--- src/rtl/ksa_swap_fsm.sv ---
// RC4 key-scheduling swap stage: 256 iterations of j += S[i] + key[i mod KEY_BYTES], swap(S[i], S[j])
// over a shared single-port synchronous RAM, six cycles per iteration, one-cycle fin_strobe at the end.
module ksa_swap_fsm #(
    parameter int KEY_BYTES = 3
) (
    input  logic                   clk,
    input  logic                   rst,
    input  logic                   start,
    input  logic [8*KEY_BYTES-1:0] key,
    output logic [7:0]             address,
    output logic [7:0]             data,
    output logic                   wren,
    input  logic [7:0]             q,
    output logic                   busy,
    output logic                   fin_strobe
);

    localparam int KIDX_W = (KEY_BYTES > 1) ? $clog2(KEY_BYTES) : 1;
    localparam logic [KIDX_W-1:0] KIDX_LAST = KIDX_W'(KEY_BYTES - 1);

    typedef enum logic [2:0] {
        S_IDLE,
        S_READ_I,
        S_LATCH_I,
        S_READ_J,
        S_LATCH_J,
        S_WRITE_I,
        S_WRITE_J,
        S_DONE
    } state_t;

    state_t                   r_state;
    state_t                   w_next_state;
    logic [8*KEY_BYTES-1:0]   r_key;
    logic [7:0]               r_i;
    logic [7:0]               r_j;
    logic [7:0]               r_si;
    logic [7:0]               r_sj;
    logic [KIDX_W-1:0]        r_kidx;
    logic [7:0]               w_key_byte;

    // NOTE: registers use non-blocking assignments so every flop samples pre-edge values.
    always_ff @(posedge clk or posedge rst) begin
        if (rst) begin
            r_state <= S_IDLE;
        end else begin
            r_state <= w_next_state;
        end
    end

    // NOTE: every combinational output gets a default first, so no path can infer a latch.
    always_comb begin
        w_next_state = r_state;
        case (r_state)
            S_IDLE:    if (start) w_next_state = S_READ_I;
            S_READ_I:  w_next_state = S_LATCH_I;
            S_LATCH_I: w_next_state = S_READ_J;
            S_READ_J:  w_next_state = S_LATCH_J;
            S_LATCH_J: w_next_state = S_WRITE_I;
            S_WRITE_I: w_next_state = S_WRITE_J;
            S_WRITE_J: w_next_state = (r_i == 8'hFF) ? S_DONE : S_READ_I;
            S_DONE:    w_next_state = S_IDLE;
            default:   w_next_state = S_IDLE;
        endcase
    end

    // Byte 0 of the key sits in the most significant byte.
    always_comb begin
        w_key_byte = 8'h00;
        for (int b = 0; b < KEY_BYTES; b++) begin
            if (r_kidx == KIDX_W'(b)) begin
                w_key_byte = r_key[8*(KEY_BYTES-1-b) +: 8];
            end
        end
    end

    always_ff @(posedge clk or posedge rst) begin
        if (rst) begin
            r_key  <= '0;
            r_i    <= 8'h00;
            r_j    <= 8'h00;
            r_si   <= 8'h00;
            r_sj   <= 8'h00;
            r_kidx <= '0;
        end else begin
            case (r_state)
                S_IDLE: begin
                    if (start) begin
                        r_key  <= key;
                        r_i    <= 8'h00;
                        r_j    <= 8'h00;
                        r_kidx <= '0;
                    end
                end
                S_LATCH_I: begin
                    r_si <= q;
                    r_j  <= r_j + q + w_key_byte;
                end
                S_LATCH_J: begin
                    r_sj <= q;
                end
                S_WRITE_J: begin
                    r_i    <= r_i + 8'd1;
                    r_kidx <= (r_kidx == KIDX_LAST) ? '0 : r_kidx + 1'b1;
                end
                default: ;
            endcase
        end
    end

    // Reads and writes never share a cycle, so the RAM needs no read-during-write behaviour.
    always_comb begin
        address    = 8'h00;
        data       = 8'h00;
        wren       = 1'b0;
        busy       = 1'b0;
        fin_strobe = 1'b0;
        case (r_state)
            S_READ_I, S_LATCH_I: begin
                address = r_i;
                busy    = 1'b1;
            end
            S_READ_J, S_LATCH_J: begin
                address = r_j;
                busy    = 1'b1;
            end
            S_WRITE_I: begin
                address = r_i;
                data    = r_sj;
                wren    = 1'b1;
                busy    = 1'b1;
            end
            S_WRITE_J: begin
                address = r_j;
                data    = r_si;
                wren    = 1'b1;
                busy    = 1'b1;
            end
            S_DONE: begin
                fin_strobe = 1'b1;
            end
            default: ;
        endcase
    end

endmodule
--- config.mk ---
export PLATFORM = sky130hd
export DESIGN_NAME = ksa_swap_fsm
export DESIGN_NICKNAME = d
export VERILOG_FILES = /design/src/rtl/ksa_swap_fsm.sv
export SDC_FILE = /design/constraint.sdc
export NUM_CORES = 1
export LEC_CHECK = 0
export CAP_MARGIN = 20
export CORE_AREA = 5 5 112 114
export CTS_CLUSTER_SIZE = 30
export DETAILED_ROUTE_END_ITERATION = 12
export DIE_AREA = 0 0 117 119
export GPL_ROUTABILITY_DRIVEN = 0
export PLACE_DENSITY = 0.46
export SYNTH_ARGS = -nofsm -noshare
export SYNTH_HDL_FRONTEND = slang
export SYNTH_SLANG_ARGS = --single-unit
--- constraint.sdc ---
create_clock -name clk -period 8.4 [get_ports clk]
set_input_delay 0.84 -clock clk [delete_from_list [all_inputs] [get_ports clk]]
set_output_delay 0.84 -clock clk [all_outputs]
set_load 0.02 [all_outputs]
# Yosys cells after proc, flatten, opt, wreduce, memory -nomap -nowiden
# Index checks and enable logic that the tools add are counted.
# op_classes
addsub	4
n_eq_ne	11
n_mux	17
n_reduce_logical	11
# op_table
cell	count
$pmux 8 s2	4
$mux 8	4
$pmux 3 s8	1
$add 8x8->8	2
$eq 3x3->1 const B	4
$add 8x1->8 const B	1
$eq 8x8->1 const B	1
$eq 3x2->1 const B	2
$mux 3	2
$reduce_and 2->1	3
$reduce_or 3->1	2
$reduce_or 6->1	1
$mux 2	2
$pmux 2 s2	1
$reduce_bool 2->1	2
$eq 3x1->1 const B	1
$logic_not 3->1	1
$mux 1	3
$add 2x1->2 const B	1
$eq 2x1->1 const B	1
$eq 2x2->1 const B	1
$logic_not 2->1	1
$ne 2x2->1 const B	1
$reduce_or 2->1	1
# totals
register_bits	61
in_bits	35
output_inout_bits	19
word_cells	50

# Logic depth before layout (Yosys ltp)
# Gate-level depths: netlist of the first run.
# logic_depth
depth_word	6
mapped_depth	14
ltp_nobuf	13

# Worst setup path after synthesis of the first run
# Ideal clock, no wire load.
# synth_path
path_type	reg2reg
startpoint	reg r_kidx[0]
endpoint	reg r_j[7]
setup_ns	0.123
arrival_time_ns	2.865
t_required_ns	8.277
slack_ns	5.412
path_stages_with_launch	14
path_buffers	1
synth_period_minus_slack_ns	2.988
cell_sequence	dfrtp_1 -> buf_1 -> mux2i_1 -> o21ai_1 -> fa_1 -> ha_1 -> inv_1 -> fa_1 -> nand2b_1 -> a21oi_1 -> o21a_1 -> or3_1 -> nand3_2 -> mux2i_1
# synth_between
elab_chain_len	6
word_cells_on_any_way	8
classes_between	1 x add/sub; 2 x eq/ne; 4 x mux; 1 x reduce/logical
# synth_lines
item	line_no	rtl
start, declared	39	logic [KIDX_W-1:0] r_kidx;
start signal, assigned	104	r_kidx <= (r_kidx == KIDX_LAST) ? '0 : r_kidx + 1'b1;
$logic_not 2->1	71	if (r_kidx == KIDX_W'(b)) begin
$mux 8 (2 in series)	71	
$mux 8 *	71	
$add 8x8->8 *	97	r_j <= r_j + q + w_key_byte;
$pmux 8 s2 *	86	case (r_state)
end signal, assigned	97	
end, declared	36	logic [7:0] r_j;
# Every way passes the cells marked *; elsewhere a longest branch is shown, timed or not.
# A chain may end at the register's enable or synchronous reset.

# Worst setup path after layout of the first run
# layout_path
startpoint	reg r_state[2]
endpoint	out address[3]
# layout_between
elab_chain_len	3
word_cells_on_any_way	9
classes_between	6 x eq/ne; 1 x mux; 2 x reduce/logical
# layout_lines
item	line_no	rtl
start, declared	32	state_t r_state;
start signal, assigned	47	r_state <= w_next_state;
$eq 3x3->1, or another cell as far along	118	case (r_state)
$reduce_or 3->1 (no source line)	-	
$pmux 8 s2 *	118	
end, declared	10	output logic [7:0] address,
# Marked as above.

==> results.md, run 1 <==
* Status: complete, no violations
* Die width at between 100 and 150 um
* P&R area growth vs syn at 27.6%
* Skew-Pair Late Insertion Delay at ~320 ps
* Clk slew on worst S/H paths at 50 ps
* Routed vias at approximately 2600
* CP Launch Type: flop
* Max cap viols at 0
* Layout cells sized above 1 at 0.0608
* CP peak stage delay at between 700 and 800 ps
* Worst Hold Class: flop to flop
* Site Rows at 39
* First-pass DRT Iterations at 4
* Top cells by area, synth: dfrtp_1 (46%), nand2_1 (10%), mux2_1 (5.4%)
* H-tree depth at 3
* Relative slew margins at 0.314
* Syn avg cell area at ~9.7 sq um
* GRT busiest layer: met2
* Met3 global-route usage at 0.0345
* VDD IR-drop max at 0.000176 V
* Post-synth EDFFs at 0
* FFs w/ async S/R, synth at 1.00
* Unrepaired setup endpoints after global routing: no
* # nets final at 440
* Core box area at 0.0113 sq mm
* Sequential area share after synthesis at 0.457
* Clock period minus worst slack at 3600 ps
* Hold slack at 472 ps
* Clock net sink count at 61
* Die area at 0.0139 sq mm
* Ordered list of cells on the worst path: nor2b_1 > a22oi_1 > o21ai_1 > clkdlybuf4s50_1
* Synth top area share at 0.457
* Worst Skew at 4.90 ps
* Sw Share at 0.397
* Top-Level Pins at 54
* Cell Pwr Density at about 400 mW/mm^2
* DRC errors left at 0
* Post-CTS setup buffers at 0
* Dpl cells at 522
* Met2 Usage GRT at 0.195
* Pint at 1030 uW
* Net Switching at roughly 680 uW
* Root Buffer: clkbuf_16
* Longest Clk Path Bufs at 2
* WP data required at around 7600 ps
* CTS Hold Bufs at 0
* Gr ovfl total at 0
* IO Port Bufs at 53
* Final Cycle Share at 0.428
* Cell family with most CP delay: flip-flops
* Post-CTS Resized at 0
* Top FF cell, synth: dfrtp_1
* Gate power share at 0.465
* Finish-stage setup viols at 0
* First-pass GRT wire length at ~14000 um
* Routed vias/inst at about 4.8
* Synth Register Bits at 61
* Post-DRT Antenna Nets at 0
* Pin count of the biggest net entering global routing at 62
* Crit path max fanout at 19
* Post-Syn Area at 0.00334 sq mm
* Fin Setup TNS at 0 ps
* M1 GR Usage at 0.174
* Top cell type by total area after synthesis: dfrtp_1
* Most frequent cells in the layout: nand2_1 (91), dfrtp_1 (61), clkdlybuf4s50_1 (53)
* R2r setup slk at 5150 ps
* Vias in the first global route at 2673
* Worst path slowest cell: dfrtp_1
* Die Y at 119 um
* Syn Inst Count at 344
* TritonCTS Buffers at 9
* Buf+Inv Stages, Crit Path at 1
* Reg power frac at 0.324
* Syn Nets at 394
* P_leak at between 0.0015 and 0.002 uW
* Routed len/inst at ~15 um
* Syn. warnings at 0
* Final non-filler cell total at 538
* Initial Util at 0.295
* Crit path kind: flop to output port
* Crit path DAT at 2760 ps
* Initial antenna violation count at 0
* Slew Limit Fails at 0
* Routed WL at 8080 um
* Commonest non-fill, non-tap cell in the layout: nand2_1
* Final hold vios at 0
* Initial DRC Count at about 110
* TritonCTS clock tree: done
* Clock network fraction of design power at 0.211
* Crit. End Element: output port
* Netlist cell types at 43
* Antenna Diode Count at 0
* Max frequency at 278 MHz
* Final core occ at 0.377
* Slew @ Worst Pin at 1030 ps
* Gr usage total at 0.125
* DP Wirelength at 5870 um
[stage by stage]
| stage | instance area (sq um) | power [uW] | setup WS [ps] |
|---|---|---|---|
| 4_1_cts | 4260 | 1740 | 4780 |
| 2_1_floorplan | 3340 | 1140 | 5410 |
| 3_5_place_dp | 3970 | 1370 | 4940 |
| 3_3_place_gp | 3970 | 1360 | 4960 |
| 6_report | 4260 | 1710 | 4800 |
| 5_1_grt | 4260 | 1880 | 4590 |
[tightest hold or removal path, stage by stage, from the launching register on]
cell	delay, ps
dfrtp_1	340
nand2_1	50
nand2_1	50
[registers in the layout (all words and copies together), names as in the netlist]
name,flops
r_i,8
r_j,8
r_key,24
r_kidx,2
r_si,8
r_sj,8
r_state,3
[synthesized netlist by cell type (2+ instances only)]
| library cell | n |
|---|---|
| nand2_1 | 91 |
| dfrtp_1 | 61 |
| o21ai_1 | 24 |
| mux2i_1 | 17 |
| mux2_1 | 16 |
| a22oi_1 | 15 |
| nor2b_1 | 12 |
| buf_2 | 11 |
| nor2_1 | 11 |
| fa_1 | 8 |
| inv_1 | 8 |
| ha_1 | 7 |
| a22o_1 | 6 |
| clkbuf_1 | 6 |
| a21oi_1 | 5 |
| nand2b_1 | 5 |
| nand3_1 | 4 |
| o31ai_1 | 4 |
| and3_1 | 3 |
| xnor2_1 | 3 |
| buf_1 | 2 |
| nor3_1 | 2 |
| o21a_1 | 2 |
| o21ai_0 | 2 |
[cell type report]
cell class              count  area [sq um]
fillers                  1163          7060
multi-input cells         254          1680
flip-flops and latches     61          1530
repair buffers             56           553
clock buffers              11           243
well taps                 143           179
clock inverters             5          50.0
inverters                   8          30.0
[routing by layer]
| layer | share of wire | up-vias | wire (um) |
|---|---|---|---|
| li1 | - | 1267 | - |
| met1 | 0.49 | 1233 | 3970 |
| met2 | 0.45 | 57 | 3620 |
| met3 | 0.053 | 7 | 427 |
| met4 | 0.0084 | 0 | 68 |
| met5 | 0 | - | 0 |
[worst paths after layout]
kind                                 start         end  cells past startpoint
min in group asynchronous              rst   r_key[16]                      3
max in group asynchronous              rst      r_i[4]                      3
worst max-delay path            r_state[2]  address[3]                      4
worst min register to register   r_key[11]   r_key[11]                      2
worst min-delay path             r_key[11]   r_key[11]                      2
worst max register to register   r_kidx[0]      r_j[7]                     13
[kinds of logic (layout without fill, tap and decap cells)]
group / after synthesis / in the layout / share of synthesized area
xor+xnor: 4 / 4 / 0.0105
fa+ha+maj: 15 / 15 / 0.0741
compound gates: 65 / 65 / 0.126
flops: 61 / 61 / 0.457
buf+inv: 29 / 80 / 0.0401
mux: 33 / 33 / 0.105
simple gates: 137 / 137 / 0.188
[power groups by stage]
stage,registers (uW),logic [uW],clock network [uW]
floorplan,484,655,0
global placement,557,802,0
detailed placement,561,809,0
CTS,556,812,371
global route,575,916,384
finish,555,795,361
No activity file was read; power rests on OpenSTA's default activity.
==> inputs of run 2 (changes only) <==
--- a/config.mk
+++ b/config.mk
@@ -11,7 +11,7 @@
 export DETAILED_ROUTE_END_ITERATION = 12
 export DIE_AREA = 0 0 117 119
 export GPL_ROUTABILITY_DRIVEN = 0
-export PLACE_DENSITY = 0.46
+export PLACE_DENSITY = 0.48
 export SYNTH_ARGS = -nofsm -noshare
 export SYNTH_HDL_FRONTEND = slang
 export SYNTH_SLANG_ARGS = --single-unit
==> constraint.sdc (replaced) <==
create_clock -name clk -period 3.27 [get_ports clk]
set_input_delay 0.327 -clock clk [delete_from_list [all_inputs] [get_ports clk]]
set_output_delay 0.327 -clock clk [all_outputs]
set_load 0.02 [all_outputs]
==> run 2 against run 1 <==
- register-to-register slack got worse by 4900 ps
- die area unchanged
- count of clock-buffer cells in the layout rose by 1
- sequential power rose to 2.5 times the previous value
- critical path depth grew 8
- first-iteration DRC count decreased by 25%
- via count decreased by 0.51%
- sequential share of layout area decreased by 0.53 points
- clock skew is 0.78 ps higher
- power grew to 2.6 times the previous value
- cell count up 1.5%
- worst setup slack worse by 4500 ps
==> results.md, run 2 (synthesis results as in run 1) <==
* Status: complete, no violations
* Unrepaired setup endpoints after global routing: no
* Antenna Diode Count at 0
* Clock period minus worst slack at 2990 ps
* Slew Limit Fails at 0
* Crit. Startpoint: r_kidx[0]
* P_leak at 0.00192 uW
* Die width at around 120 um
* Pin count of the biggest net entering global routing at 36
* Vias in the first global route at 2730
* TritonCTS clock tree: done
* Reg2Reg Depth at 12
* Critical path capture point: r_j[7]
* Crit path max fanout at 12
* Pint at approximately 2700 uW
* Core box area at 0.0113 sq mm
* Slew @ Worst Pin at 1070 ps
* Initial antenna violation count at 0
* Max cap viols at 0
* Longest Clk Path Bufs at 2
* Skew-Pair Late Insertion Delay at about 320 ps
* Multi-input gate area at roughly 0.0017 sq mm
* Crit path kind: flop to flop
* Fillers at between 1000 and 1500
* Final hold vios at 0
* Gr usage total at 0.132
* Max frequency at between 300 and 400 MHz
* Routed vias/inst at 4.67
* Crit Reg-Reg Startpoint: r_kidx[0]
* Top-Level Pins at between 50 and 60
* Sw Share at 0.394
* Routed WL at 8380 um
* R2r setup slk at 280 ps
* Clock net sink count at 61
* DP Wirelength at between 6000 and 7000 um
* Fin Setup TNS at 0 ps
* CP Launch Type: flop
* First-pass DRT Iterations at 5
* Stages on the worst setup path at 12
* Cell Pwr Density at a little over 1000 mW/mm^2
* Post-CTS setup buffers at 0
* Clock network fraction of design power at 0.210
* Relative slew margins at 0.289
* Root Buffer: clkbuf_16
* Gr ovfl total at 0
* Routed len/inst at 15.3 um
* Post-DRT Antenna Nets at 0
* Worst Hold Class: primary input to asynchronous set/reset pin
* VDD IR-drop max at 0.000386 V
* DRC errors left at 0
* Gate power share at 0.478
* Initial DRC Count at 82
* Clk slew on worst S/H paths at ~50 ps
* Ordered list of cells on the worst path: mux2i_1 > o21ai_1 > fa_1 > ha_1 > inv_1 > fa_1 > nand2b_1 > a21oi_1 > o21a_1 > or3_1 > nand3_2 > mux2i_1
* FF-to-FF End: r_j[7]
* Crit path DAT at 3190 ps
* Worst path slowest cell: dfrtp_2
* Most frequent cells in the layout: nand2_1 (91), dfrtp_1 (60), clkdlybuf4s50_1 (53)
* Crit. End Element: flop
* Register with the most flip-flops: r_key
* Total Power at 4470 uW
* Routed vias at roughly 2600
* # nets final at approximately 450
* Layout cells sized above 1 at 0.0794
* CTS Hold Bufs at 0
* H-tree depth at 3
* First-pass GRT wire length at 14200 um
* P&R area growth vs syn at 29.6%
* Net Switching at 1760 uW
* Final Cycle Share at 0.914
* WP data required at 3480 ps
* Cell family with most CP delay: adder cells
* Die Y at 119 um
* Commonest non-fill, non-tap cell in the layout: nand2_1
* Die area at 0.0139 sq mm
* Initial Util at 0.295
* Worst Skew at roughly 5.7 ps
* CP peak stage delay at 560 ps
* Reg area at 0.00153 sq mm
* Site Rows at 39
* IO Port Bufs at 53
* Reg power frac at 0.312
* Largest register FFs at 24
* Finish-stage setup viols at 0
* Buf+Inv Stages, Crit Path at 1
* TritonCTS Buffers at 9
==> run 2: cell types whose count changed in the layout (fill, tap and decap cells not counted), sizes merged <==
| cell | before | now |
|---|---|---|
| clkinvlp | 0 | 1 |
| clkinv | 4 | 2 |
| clkbuf | 11 | 12 |
| buf | 3 | 11 |
==> run 2: worst min path at each step <==
| stage | start | to | slack [ps] | depth (start not counted) |
|---|---|---|---|---|
| finish | rst | r_key[21] | 470 | 2 |
| global route | r_key[16] | r_key[16] | 500 | 2 |
| CTS | r_key[12] | r_key[12] | 480 | 2 |
| detailed placement | r_key[12] | r_key[12] | 460 | 2 |
| global placement | r_key[23] | r_key[23] | 460 | 2 |
| floorplan | key[0] | r_key[0] | 430 | 2 |
==> run 2: per-stage QoR <==
| step | util | hold slack, ps | cells | cell area, sq um | setup WS (ps) |
|---|---|---|---|---|---|
| after CTS | 0.382 | 476 | 546 | 4320 | 113 |
| after global placement | 0.356 | 463 | 530 | 4030 | 187 |
| final | 0.383 | 470 | 546 | 4330 | 282 |
| after global routing | 0.383 | 500 | 546 | 4330 | 4.70 |
| after floorplan | - | 432 | 344 | 3340 | 282 |
| after detailed placement | 0.356 | 463 | 530 | 4030 | 120 |
==> run 2: final cells by class <==
cell class	instances	share of cell area
Sequential cell	61	0.353
Inverter	8	0.00693
Multi-Input combinational cell	254	0.389
Clock inverter	4	0.0110
Timing Repair Buffer	64	0.142
Clock buffer	12	0.0569
Tap cell	143	0.0413
==> run 2: power groups by stage <==
stage / registers (uW) / clock network, uW / logic, uW
detailed placement: 1400 / 0 / 2150
global route: 1440 / 1010 / 2420
finish: 1390 / 937 / 2140
global placement: 1410 / 0 / 2120
floorplan: 1240 / 0 / 1680
CTS: 1390 / 961 / 2160
==> run 2: worst register-to-register path: cells and delay by family (launching register included) <==
family | cells | cell delay (ps)
fa+ha+maj | 3 | 1040
flops | 1 | 560
compound gates | 3 | 450
mux | 2 | 390
simple gates | 3 | 380
buf+inv | 1 | 60
==> run 2: repair_timing <==
| item | in CTS | in global routing |
|---|---|---|
| endpoints found under the setup margin | 0 | 1 |
| endpoints found under the hold margin | 0 | 0 |
| gates resized for setup | 0 | 2 |
==> run 2: routing by layer <==
metal | track usage | wire length (um) | up-vias
met1 | 0.185 | 4070 | 1216
met2 | 0.199 | 3890 | 50
met3 | 0.0411 | 377 | 4
met4 | 0.0301 | 42 | 0
met5 | 0 | 0 | -
li1 | - | - | 1281
